File: config.mk
export PLATFORM = sky130hd
export DESIGN_NAME = uart_alu_ctrl_flat
export DESIGN_NICKNAME = d
export VERILOG_FILES = /design/src/rtl/uart_alu_ctrl_pkg.sv /design/src/rtl/uart_alu_ctrl_if.sv /design/src/rtl/uart_alu_ctrl_timeout.sv /design/src/rtl/uart_alu_ctrl.sv /design/src/flat_wrapper.sv
export SDC_FILE = /design/constraint.sdc
export NUM_CORES = 1
export LEC_CHECK = 0
export CELL_PAD_IN_SITES_DETAIL_PLACEMENT = 2
export CELL_PAD_IN_SITES_GLOBAL_PLACEMENT = 2
export CORE_MARGIN = 3
export CORE_UTILIZATION = 40
export CTS_BUF_LIST = sky130_fd_sc_hd__clkbuf_8
export DETAILED_ROUTE_END_ITERATION = 8
export DONT_BUFFER_PORTS = 1
export PLACE_DENSITY_LB_ADDON = 0.15
export SYNTH_ARGS = -nofsm -noshare
export SYNTH_HDL_FRONTEND = slang
export SYNTH_SLANG_ARGS = --single-unit
File: constraint.sdc
create_clock -name clk -period 2.06 [get_ports clk]
set_input_delay 0.515 -clock clk [delete_from_list [all_inputs] [get_ports clk]]
set_output_delay 0.515 -clock clk [all_outputs]
set_load 0.01 [all_outputs]
File: src/rtl/uart_alu_ctrl_pkg.sv
// Shared definitions for the UART/ALU sequencer: state encoding, default
// widths and the opcode constants used by the ALU and its surroundings.
package uart_alu_pkg;

  localparam int NB_DATA_DEF = 8;
  localparam int NB_OP_DEF   = 6;

  typedef enum logic [2:0] {
    GET_A   = 3'd0,
    GET_B   = 3'd1,
    GET_OP  = 3'd2,
    EXEC    = 3'd3,
    WAIT_TX = 3'd4
  } state_t;

  localparam logic [5:0] OP_ADD = 6'b100000;
  localparam logic [5:0] OP_SUB = 6'b100010;
  localparam logic [5:0] OP_AND = 6'b100100;
  localparam logic [5:0] OP_OR  = 6'b100101;
  localparam logic [5:0] OP_XOR = 6'b100110;
  localparam logic [5:0] OP_NOR = 6'b100111;
  localparam logic [5:0] OP_SRA = 6'b000011;
  localparam logic [5:0] OP_SRL = 6'b000010;

endpackage

File: src/rtl/uart_alu_ctrl_if.sv
// Bundle of the receiver, ALU and transmitter signals around the sequencer.
// master: the sequencer itself. slave: the UART/ALU side.
interface uart_alu_ctrl_if
  import uart_alu_pkg::*;
#(
  parameter int NB_DATA = NB_DATA_DEF,
  parameter int NB_OP   = NB_OP_DEF
);

  logic               rx_done_tick;
  logic [NB_DATA-1:0] rx_data;
  logic [NB_DATA-1:0] alu_result;
  logic               tx_done_tick;
  logic [NB_DATA-1:0] alu_a;
  logic [NB_DATA-1:0] alu_b;
  logic [NB_OP-1:0]   alu_op;
  logic [NB_DATA-1:0] tx_data;
  logic               tx_start;
  logic               busy;
  logic               overrun;
  logic               timeout;

  modport master (
    input  rx_done_tick, rx_data, alu_result, tx_done_tick,
    output alu_a, alu_b, alu_op, tx_data, tx_start, busy, overrun, timeout
  );

  modport slave (
    output rx_done_tick, rx_data, alu_result, tx_done_tick,
    input  alu_a, alu_b, alu_op, tx_data, tx_start, busy, overrun, timeout
  );

endinterface

File: src/rtl/uart_alu_ctrl_timeout.sv
// Inter-byte timeout counter. Reloads on clr, counts down while en is high,
// and flags term while enabled at zero.
module uart_alu_timeout #(
  parameter int TIMEOUT_CYCLES = 50000
) (
  input  logic clk,
  input  logic reset,
  input  logic clr,
  input  logic en,
  output logic term
);

  localparam int CW = (TIMEOUT_CYCLES > 2) ? $clog2(TIMEOUT_CYCLES) : 1;
  localparam logic [CW-1:0] LOAD = CW'(TIMEOUT_CYCLES - 1);

  logic [CW-1:0] cnt;

  // Reload on each accepted byte, otherwise count down to zero while enabled.
  always_ff @(posedge clk or posedge reset) begin
    if (reset) begin
      cnt <= LOAD;
    end else if (clr) begin
      cnt <= LOAD;
    end else if (en && (cnt != '0)) begin
      cnt <= cnt - 1'b1;
    end
  end

  assign term = en && (cnt == '0);

endmodule

File: src/rtl/uart_alu_ctrl.sv
// Sequencer between UART receiver, ALU and UART transmitter.
// Collects A, B, opcode; launches the result to the transmitter; waits for
// completion. Optional inter-byte timeout under UART_ALU_CTRL_TIMEOUT_EN.
module uart_alu_ctrl
  import uart_alu_pkg::*;
#(
  parameter int NB_DATA        = NB_DATA_DEF,
  parameter int NB_OP          = NB_OP_DEF,
  parameter int TIMEOUT_CYCLES = 50000
) (
  input logic            clk,
  input logic            reset,
  uart_alu_ctrl_if.master bus
);

  state_t             state;
  logic [NB_DATA-1:0] alu_a_q;
  logic [NB_DATA-1:0] alu_b_q;
  logic [NB_OP-1:0]   alu_op_q;
  logic [NB_DATA-1:0] tx_data_q;
  logic               tx_start_q;
  logic               busy_q;
  logic               overrun_q;
  logic               timeout_q;
  logic               tmo_hit;

`ifdef UART_ALU_CTRL_TIMEOUT_EN
  logic tmo_clr;
  logic tmo_en;

  assign tmo_clr = bus.rx_done_tick &&
                   ((state == GET_A) || (state == GET_B) || (state == GET_OP));
  assign tmo_en  = (state == GET_B) || (state == GET_OP);

  uart_alu_timeout #(
    .TIMEOUT_CYCLES(TIMEOUT_CYCLES)
  ) u_timeout (
    .clk  (clk),
    .reset(reset),
    .clr  (tmo_clr),
    .en   (tmo_en),
    .term (tmo_hit)
  );
`else
  assign tmo_hit = 1'b0;
`endif

  // Frame sequencer; all outputs are registered alongside the state.
  always_ff @(posedge clk or posedge reset) begin
    if (reset) begin
      state      <= GET_A;
      alu_a_q    <= '0;
      alu_b_q    <= '0;
      alu_op_q   <= '0;
      tx_data_q  <= '0;
      tx_start_q <= 1'b0;
      busy_q     <= 1'b0;
      overrun_q  <= 1'b0;
      timeout_q  <= 1'b0;
    end else begin
      tx_start_q <= 1'b0;
      overrun_q  <= 1'b0;
      timeout_q  <= 1'b0;
      case (state)
        GET_A: begin
          if (bus.rx_done_tick) begin
            alu_a_q <= bus.rx_data;
            state   <= GET_B;
            busy_q  <= 1'b1;
          end
        end
        GET_B: begin
          if (bus.rx_done_tick) begin
            alu_b_q <= bus.rx_data;
            state   <= GET_OP;
          end else if (tmo_hit) begin
            state     <= GET_A;
            busy_q    <= 1'b0;
            timeout_q <= 1'b1;
          end
        end
        GET_OP: begin
          if (bus.rx_done_tick) begin
            alu_op_q <= bus.rx_data[NB_OP-1:0];
            state    <= EXEC;
          end else if (tmo_hit) begin
            state     <= GET_A;
            busy_q    <= 1'b0;
            timeout_q <= 1'b1;
          end
        end
        EXEC: begin
          tx_data_q  <= bus.alu_result;
          tx_start_q <= 1'b1;
          state      <= WAIT_TX;
          overrun_q  <= bus.rx_done_tick;
        end
        WAIT_TX: begin
          overrun_q <= bus.rx_done_tick;
          if (bus.tx_done_tick) begin
            state  <= GET_A;
            busy_q <= 1'b0;
          end
        end
        default: begin
          state  <= GET_A;
          busy_q <= 1'b0;
        end
      endcase
    end
  end

  assign bus.alu_a    = alu_a_q;
  assign bus.alu_b    = alu_b_q;
  assign bus.alu_op   = alu_op_q;
  assign bus.tx_data  = tx_data_q;
  assign bus.tx_start = tx_start_q;
  assign bus.busy     = busy_q;
  assign bus.overrun  = overrun_q;
  assign bus.timeout  = timeout_q;

endmodule
File: src/flat_wrapper.sv
// flat-port wrapper written by rule: the top's interface ports become plain ports
module uart_alu_ctrl_flat import uart_alu_pkg::*;
#(
  parameter int NB_DATA        = NB_DATA_DEF,
  parameter int NB_OP          = NB_OP_DEF,
  parameter int TIMEOUT_CYCLES = 50000
)
  (clk, reset, bus_rx_done_tick, bus_rx_data, bus_alu_result, bus_tx_done_tick, bus_alu_a, bus_alu_b, bus_alu_op, bus_tx_data, bus_tx_start, bus_busy, bus_overrun, bus_timeout);
  uart_alu_ctrl_if #(.NB_DATA(NB_DATA), .NB_OP(NB_OP)) bus_i ();
  input logic clk;
  input logic reset;
  input wire logic [$bits(bus_i.rx_done_tick)-1:0] bus_rx_done_tick;
  input wire logic [$bits(bus_i.rx_data)-1:0] bus_rx_data;
  input wire logic [$bits(bus_i.alu_result)-1:0] bus_alu_result;
  input wire logic [$bits(bus_i.tx_done_tick)-1:0] bus_tx_done_tick;
  output wire logic [$bits(bus_i.alu_a)-1:0] bus_alu_a;
  output wire logic [$bits(bus_i.alu_b)-1:0] bus_alu_b;
  output wire logic [$bits(bus_i.alu_op)-1:0] bus_alu_op;
  output wire logic [$bits(bus_i.tx_data)-1:0] bus_tx_data;
  output wire logic [$bits(bus_i.tx_start)-1:0] bus_tx_start;
  output wire logic [$bits(bus_i.busy)-1:0] bus_busy;
  output wire logic [$bits(bus_i.overrun)-1:0] bus_overrun;
  output wire logic [$bits(bus_i.timeout)-1:0] bus_timeout;
  assign bus_i.rx_done_tick = bus_rx_done_tick;
  assign bus_i.rx_data = bus_rx_data;
  assign bus_i.alu_result = bus_alu_result;
  assign bus_i.tx_done_tick = bus_tx_done_tick;
  assign bus_alu_a = bus_i.alu_a;
  assign bus_alu_b = bus_i.alu_b;
  assign bus_alu_op = bus_i.alu_op;
  assign bus_tx_data = bus_i.tx_data;
  assign bus_tx_start = bus_i.tx_start;
  assign bus_busy = bus_i.busy;
  assign bus_overrun = bus_i.overrun;
  assign bus_timeout = bus_i.timeout;
  uart_alu_ctrl #(.NB_DATA(NB_DATA), .NB_OP(NB_OP), .TIMEOUT_CYCLES(TIMEOUT_CYCLES)) u_core (.clk(clk), .reset(reset), .bus(bus_i));
endmodule
# --- Yosys cells after proc, flatten, opt, wreduce, memory -nomap -nowiden ---
# Cells that the tools add are included.
# W data, S select, Z words.
totals:
  output_inout_bits: 34
  regBits: 36
  word_cells: 35
  inputBits: 20
op_classes:
  n_reduce_logical: 8
  n_bitwise: 1
  eq_ne: 8
  n_mux: 10
op_table:
  columns: ["cell", "count"]
  rows:
  - ["$pmux W3 S5", 1]
  - ["$mux W3", 4]
  - ["$ne A2 B2 Y1 const B", 4]
  - ["$eq A3 B2 Y1 const B", 2]
  - ["$reduce_and A2 Y1", 3]
  - ["$mux W1", 4]
  - ["$reduce_and A4 Y1", 1]
  - ["$eq A3 B1 Y1 const B", 1]
  - ["$eq A3 B3 Y1 const B", 1]
  - ["$logic_not A3 Y1", 1]
  - ["$pmux W1 S3", 1]
  - ["$reduce_and A3 Y1", 1]
  - ["$reduce_or A3 Y1", 1]
  - ["$reduce_or A2 Y1", 1]
  - ["$not A1 Y1", 1]

# --- Longest topological paths before layout ---
# Gate-level depths: netlist of the first run.
logic_depth:
  word_depth: 4
  depth_mapped: 4
  ltp_nobuf: 2

# --- Least setup slack after synthesis of the first run ---
# OpenSTA, ideal clock, no wires.
synth_timing:
  path_type: "reg-to-reg"
  from: "register u_core.state[0]"
  to: "register u_core.alu_a_q[0], in the netlist u_core.bus.alu_a[0]"
  arrival_ns: 1.344
  setup_ns: 0.125
  setup_slack_ns: 0.591
  required_ns: 1.935
  path_stages_with_launch: 4
  synth_period_minus_slack_ns: 1.469
  n_path_buf: 1
  cell_sequence: "dfrtp_1 buf_6 nor4b_4 mux2_2"
synth_via:
  elab_chain_cells: 2
synth_lines:
  columns: ["item", "line", "source"]
  rows:
  - ["from (decl)", "uart_alu_ctrl.sv:16", "state_t state;"]
  - ["from (signal assigned)", "uart_alu_ctrl.sv:51", "state <= GET_A;"]
  - ["from (signal assigned)", "uart_alu_ctrl.sv:68", "state <= GET_B;"]
  - ["from (signal assigned)", "uart_alu_ctrl.sv:75", "state <= GET_OP;"]
  - ["$logic_not A3 Y1", "uart_alu_ctrl.sv:64", "case (state)"]
  - ["$reduce_and A2 Y1 (no source line)", null, null]
  - ["to (signal assigned)", "uart_alu_ctrl.sv:67", "alu_a_q <= bus.rx_data;"]
  - ["to (decl)", "uart_alu_ctrl.sv:17", "logic [NB_DATA-1:0] alu_a_q;"]
# Every way passes these cells.
# A chain may end at the register's enable or synchronous reset.

# --- Final worst setup path of the first run ---
layout_timing:
  from: "register u_core.state[2]"
  to: "register u_core.alu_a_q[3], in the netlist u_core.bus.alu_a[3]"
# The elaborated chain is that of the path after synthesis.

==> impl_results.md, run 1 <==
- Unrepaired setup endpoints after global routing: no
- Clock root cell: clkbuf_8
- Final Power: 2.705 mW
- Total global-route track usage: 15.04%
- Number of diodes: 0
- WL/cell: 20.10 um
- Port buffer count: 0
- Pwr dens: 1700 mW/mm2
- Minimum clock period: 1665 ps
- Reg power frac: 56.0%
- Maximum clock rate: 600.5 MHz
- Largest family of logic cells by synthesized area: multiplexers
- Psw: 0.9035 mW
- # clock sinks: 36
- Area Growth Syn to Fin: 10.42%
- TritonRoute pass-1 iters: 2
- Worst path slowest cell: nor4b_4
- Synth Area in XOR/XNOR: 0%
- Maximum VDD drop: 543.9 uV
- Flop-to-flop setup slack: 390 ps
- Detailed router's first-iteration violation count: 18
- Post-Route WL: 2874 um
- First-pass GRT wire length: 4719 um
- GPL Wtd Cong: 0.6265
- Compound-Gate Fraction of Synth Area: 1.823%
- I/O pin count: 54
- Largest net degree at the start of global routing: 37
- Setup_tns: 0 ps
- Vias in the first global route: 860
- Area fraction in and, or, nand and nor cells after synthesis: 7.726%
- Leak Pwr: 0.6857 nW
- Final Skew: 7.682 ps
- CP Cell Sequence: nor4b_4, mux2_2
- Mapped Nets: 113
- Max clock buf depth: 2
- Fraction of the mapped netlist area in adder cells: 0%
- Vias: 759
- Mapped Cells: 93
- Commonest non-fill, non-tap cells in the layout: 36 x dfrtp_1, 30 x mux2_2, 5 x clkbuf_8, 4 x inv_1, 3 x buf_4
- Netlist cell types: 18
- Die ar.: 0.004360 mm2
- # hold bufs at CTS: 0
- Final hold vios: 0
- ANT nets after route: 0
- Tcrit/Tclk final: 80.84%
- Crit path capture type: register
- Core Region: 0.003416 mm2
- Internal power: 1.802 mW
- Setup WS pre-CTS: 377.2 ps
- Final WS setup: 394.7 ps
- Worst EP arrival: 1840 ps
- Combinational share of power: 21.9%
- End of the worst register-to-register path: u_core.bus.alu_a[3]$_DFFE_PP0P_
- Share of cells above drive strength 1: 47.42%
- Worst Setup Start Kind: register
- Required @ worst endpoint: 2230 ps
- Slew Viols, Final: 0
- Yosys warns: 0
- Max FO, Critical Path: 9
- Register area share after synthesis: 62.50%
- Worst Reg2Reg Path Length in Cells: 2
- Post-CTS Setup Inserts: 0
- Total grt overflow: 0
- Sw Share: 33.40%
- Avg Vias per Cell: 5.308
- FF+latch count, synth: 36
- CTS tree: yes
- Die Y-Extent: 66.03 um
- Crit path launch: u_core.state[2]$_DFFE_PP0P_
- Max_cap viols: 0
- Cts repair resizes: 0
- Crit Path Category: register to register
- DP HPWL: 2073 um
- Relative slew slack: 58.31%
- Hold Path Class: input pin to asynchronous set/reset pin
- Post-Syn Area per Cell: 15.50 um2
- Post-synthesis mux area share: 23.44%
- FP Rows: 21
- Die width: 66.03 um
- Initial antenna violation count: 0
- Least-Margin Pin Slew: 622.7 ps
- Reg-to-reg startpoint: u_core.state[2]$_DFFE_PP0P_
- Most common cell after layout, fill and taps aside: dfrtp_1
- Clock Latency Late Sink: 290 ps
- Cts bufs inserted: 5
- DRC viols: 0
- CTS H-Tree Depth: 2
- Initial Util: 42.20%
- Clk slew on worst S/H paths: 70 ps
- Clock Power Share: 22.2%
- Status: finished clean
- Final Net Count: 116
- Crit path largest cell delay: 650 ps
- Post-Synthesis Cell Area: 0.001441 mm2
- Final setup fails: 0
-- synth_stat cells --
master | number | area (um2)
conb_1 | 1 | 3.750
nand3b_1 | 2 | 15.01
nor4bb_1 | 2 | 20.02
buf_2 | 4 | 20.02
inv_1 | 3 | 11.26
buf_4 | 1 | 7.510
mux2_2 | 30 | 337.8
or3b_2 | 2 | 17.52
nor4b_4 | 1 | 23.77
dfrtp_1 | 36 | 900.9
nand2_1 | 1 | 3.750
nor4b_1 | 1 | 8.760
a21oi_1 | 2 | 10.01
a21boi_0 | 1 | 7.510
or4b_2 | 1 | 10.01
a211o_1 | 1 | 8.760
nand2b_1 | 2 | 12.51
buf_6 | 2 | 22.52
-- how the worst max path moves through the flow --
stage	endpoint	cells after the start	slack, ps
finish	u_core.bus.alu_a[3]$_DFFE_PP0P_	2	390
global route	u_core.bus.alu_a[2]$_DFFE_PP0P_	2	300
CTS	u_core.bus.alu_a[2]$_DFFE_PP0P_	2	380
detailed placement	u_core.bus.alu_a[7]$_DFFE_PP0P_	2	380
global placement	u_core.bus.alu_a[0]$_DFFE_PP0P_	2	430
floorplan	u_core.bus.alu_a[0]$_DFFE_PP0P_	3	590
-- cells by family (layout without fill, tap and decap cells) --
kind of cell / Yosys count / count (layout)
buffers and inverters: 10 / 14
muxes: 30 / 30
DFF: 36 / 36
other: 1 / 1
AOI/OAI and AO/OA: 4 / 4
and+or+nand+nor: 12 / 12
-- power groups by stage --
stage | clock (mW) | combinational (mW) | sequential [mW]
after global placement | 0 | 0.566 | 1.52
after global routing | 0.654 | 0.659 | 1.58
after CTS | 0.619 | 0.607 | 1.53
after detailed placement | 0 | 0.607 | 1.54
final | 0.600 | 0.592 | 1.51
after floorplan | 0 | 0.597 | 1.38
-- worst max-delay path: cells and delay by family, from the launching register on --
kind | cells | cell delay (ps)
mux | 1 | 410
flops | 1 | 490
simple gates | 1 | 650
-- routing by layer --
layer,track usage (%),vias to the layer above,routed length (um),share of wire (%)
met5,0,-,0,0
met4,7.614,0,53,1.8
met3,8.503,7,322,11
met2,21.78,33,1423,50
met1,17.74,395,1075,37
li1,-,324,-,-
-- cell type report --
cell class | count | area, um2
multi-input cells | 47 | 491.7
clock buffers | 5 | 68.82
inverters | 3 | 11.26
fillers | 337 | 1824
repair buffers | 3 | 22.52
clock inverters | 3 | 38.79
flip-flops and latches | 36 | 900.9
well taps | 46 | 57.56
-- sequential cells by signal, summed over array words and instances, names as in the netlist --
register	count
u_core.bus.alu_a	8
u_core.bus.alu_b	8
u_core.bus.tx_data	8
u_core.bus.alu_op	6
u_core.state	3
u_core.bus.busy	1
u_core.bus.overrun	1
u_core.bus.tx_start	1
-- metrics by stage --
step / std cells / utilization [%] / hold WS, ps / cell area (um2)
finish: 143 / 46.59 / 210.7 / 1592
floorplan: 93 / - / 519.5 / 1441
CTS: 143 / 46.59 / 225.6 / 1592
global placement: 135 / 43.44 / 534.1 / 1484
global route: 143 / 46.59 / 250.8 / 1592
detailed placement: 135 / 43.44 / 538.8 / 1484
Power figures use the tool's default switching activity.
==> run 2: changes to the inputs <==
Settings changed: CORE_UTILIZATION 40 to 38.
Clock period 2.06 ns to 1.4 ns, I/O delays scaled along.
==> run 2 against run 1 <==
  * Critical endpoint unchanged
  * Combinational power increased to 2.6 times the previous value
  * Clock skew fell by 6.1 ps
  * Sequential power is 49% higher
  * The flow now finishes with violations (negative setup slack)
  * Via count increased by 7.2%
  * Register-to-register slack got worse by 510 ps
  * Clock power rose by 30%
  * Highest routed layer unchanged
==> impl_results.md, run 2 (synthesized netlist as in run 1, its figures left out) <==
- Tcrit/Tclk final: 108.0%
- First-pass GRT wire length: 5326 um
- TritonRoute pass-1 iters: 2
- Cts bufs inserted: 5
- Final Power: 4.565 mW
- WL/cell: 23.11 um
- Unrepaired setup endpoints after global routing: yes
- Area Growth Syn to Fin: 25.09%
- FP Rows: 21
- CTS tree: yes
- # hold bufs at CTS: 0
- Clock Power Share: 17.1%
- Detailed router's first-iteration violation count: 40
- Share of cells above drive strength 1: 56.07%
- Minimum clock period: 1512 ps
- Post-Route WL: 3536 um
- Max FO, Critical Path: 5
- Final hold slack: 63.65 ps
- Total global-route track usage: 16.71%
- Final Net Count: 127
- Initial Util: 41.25%
- Psw: 1.507 mW
- Initial antenna violation count: 0
- Final Skew: 1.577 ps
- ANT nets after route: 0
- Number of diodes: 0
- CTS H-Tree Depth: 2
- Clock Latency Late Sink: 280 ps
- Final WS setup: -112.4 ps
- Total grt overflow: 0
- Slew Viols, Final: 0
- Vias: 814
- Commonest non-fill, non-tap cells in the layout: 33 x dfrtp_1, 30 x mux2_4, 11 x buf_4, 7 x clkbuf_8
- Core Region: 0.003495 mm2
- Internal power: 3.058 mW
- Leak Pwr: 0.8537 nW
- Die ar.: 0.004568 mm2
- Clock root cell: clkbuf_8
- GPL Wtd Cong: 0.6678
- Pwr dens: 2532 mW/mm2
- Die width: 67.59 um
- Worst Setup Start Kind: register
- Max_cap viols: 0
- Crit Path Category: register to register
- Vias in the first global route: 969
- Maximum clock rate: 661.2 MHz
- Combinational share of power: 33.7%
- Most common cell after layout, fill and taps aside: dfrtp_1
- Crit path capture type: register
- Reg power frac: 49.2%
- Required @ worst endpoint: 1570 ps
- Worst EP arrival: 1680 ps
- Die Y-Extent: 67.59 um
- Port buffer count: 0
- Hold Path Class: input pin to asynchronous set/reset pin
- Final setup fails: 30
- Sw Share: 33.02%
- Status: finished, violations left
- Failing checks: negative setup slack
- Largest net degree at the start of global routing: 37
- DRC viols: 0
- Fillers: 323
- I/O pin count: 54
- Maximum VDD drop: 1005 uV
- Max clock buf depth: 2
- # clock sinks: 36
- Final hold vios: 0
- Clk slew on worst S/H paths: 70 ps
- DP HPWL: 2413 um
- Avg Vias per Cell: 5.320
-- run 2: changes by cell type in the layout (fill, tap and decap cells not counted), sizes merged --
cell | before | now
buf | 3 | 14
clkbuf | 5 | 7
bufinv | 1 | 0
clkinv | 1 | 0
inv | 4 | 3
-- run 2: final timing paths --
check,from,endpoint,slack (ps),cells past startpoint
setup reg to reg,u_core.state[0]$_DFFE_PP0P_,u_core.bus.alu_a[3]$_DFFE_PP0P_,-110,3
max in group asynchronous,reset,u_core.state[1]$_DFFE_PP0P_,990,2
hold reg to reg,u_core.state[2]$_DFFE_PP0P_,u_core.state[0]$_DFFE_PP0P_,570,1
min in group clk,bus_rx_data[4],u_core.bus.alu_b[4]$_DFFE_PP0P_,210,1
hold / removal,reset,u_core.bus.alu_a[6]$_DFFE_PP0P_,60,2
setup / recovery,u_core.state[0]$_DFFE_PP0P_,u_core.bus.alu_a[3]$_DFFE_PP0P_,-110,3
-- run 2: power groups by stage --
stage	logic (mW)	registers [mW]	clock network, mW
after floorplan	0.878	2.03	0
after global placement	1.00	2.20	0
after detailed placement	1.09	2.24	0
after CTS	1.31	2.25	0.810
after global routing	1.66	2.33	0.858
final	1.54	2.25	0.782
-- run 2: critical path, stage by stage (launching register included) --
cell,delay [ps]
dfrtp_2,460
nor4b_4,400
buf_4,230
mux2_4,300
-- run 2: final cells by class --
| cell class | count | area, um2 | share of cell area, % |
|---|---|---|---|
| flip-flops and latches | 36 | 904.6 | 50.17 |
| well taps | 46 | 57.56 | 3.192 |
| clock buffers | 7 | 96.34 | 5.344 |
| repair buffers | 14 | 116.4 | 6.454 |
| inverters | 3 | 11.26 | 0.6246 |
| multi-input cells | 47 | 616.8 | 34.21 |
-- run 2: layer usage --
layer / track usage (%) / wire length (um) / part of all wire [%]
met1: 16.86 / 1305 / 37
met2: 27.95 / 1851 / 52
met3: 10.32 / 332 / 9.4
met4: 6.076 / 46 / 1.3
met5: 0 / 0 / 0
-- run 2: timing repair --
| action | in CTS | in global routing |
|---|---|---|
| gates resized for setup | 22 | 19 |
| setup buffers | 1 | 1 |
| pin swaps | 5 | 3 |
| hold endpoints to repair | 0 | 0 |
| endpoints found under the setup margin | 33 | 31 |
-- run 2: stage by stage --
stage	worst slack [ps]	cell area, um2	setup TNS [ps]	std cells	utilization [%]
floorplan	-69.14	1441	-553.1	93	-
global placement	-36.68	1545	-537.3	144	44.22
detailed placement	-155.8	1545	-3099	144	44.22
CTS	-113.9	1724	-1707	152	49.34
global route	-156.8	1803	-3233	153	51.59
finish	-112.4	1803	-1518	153	51.59
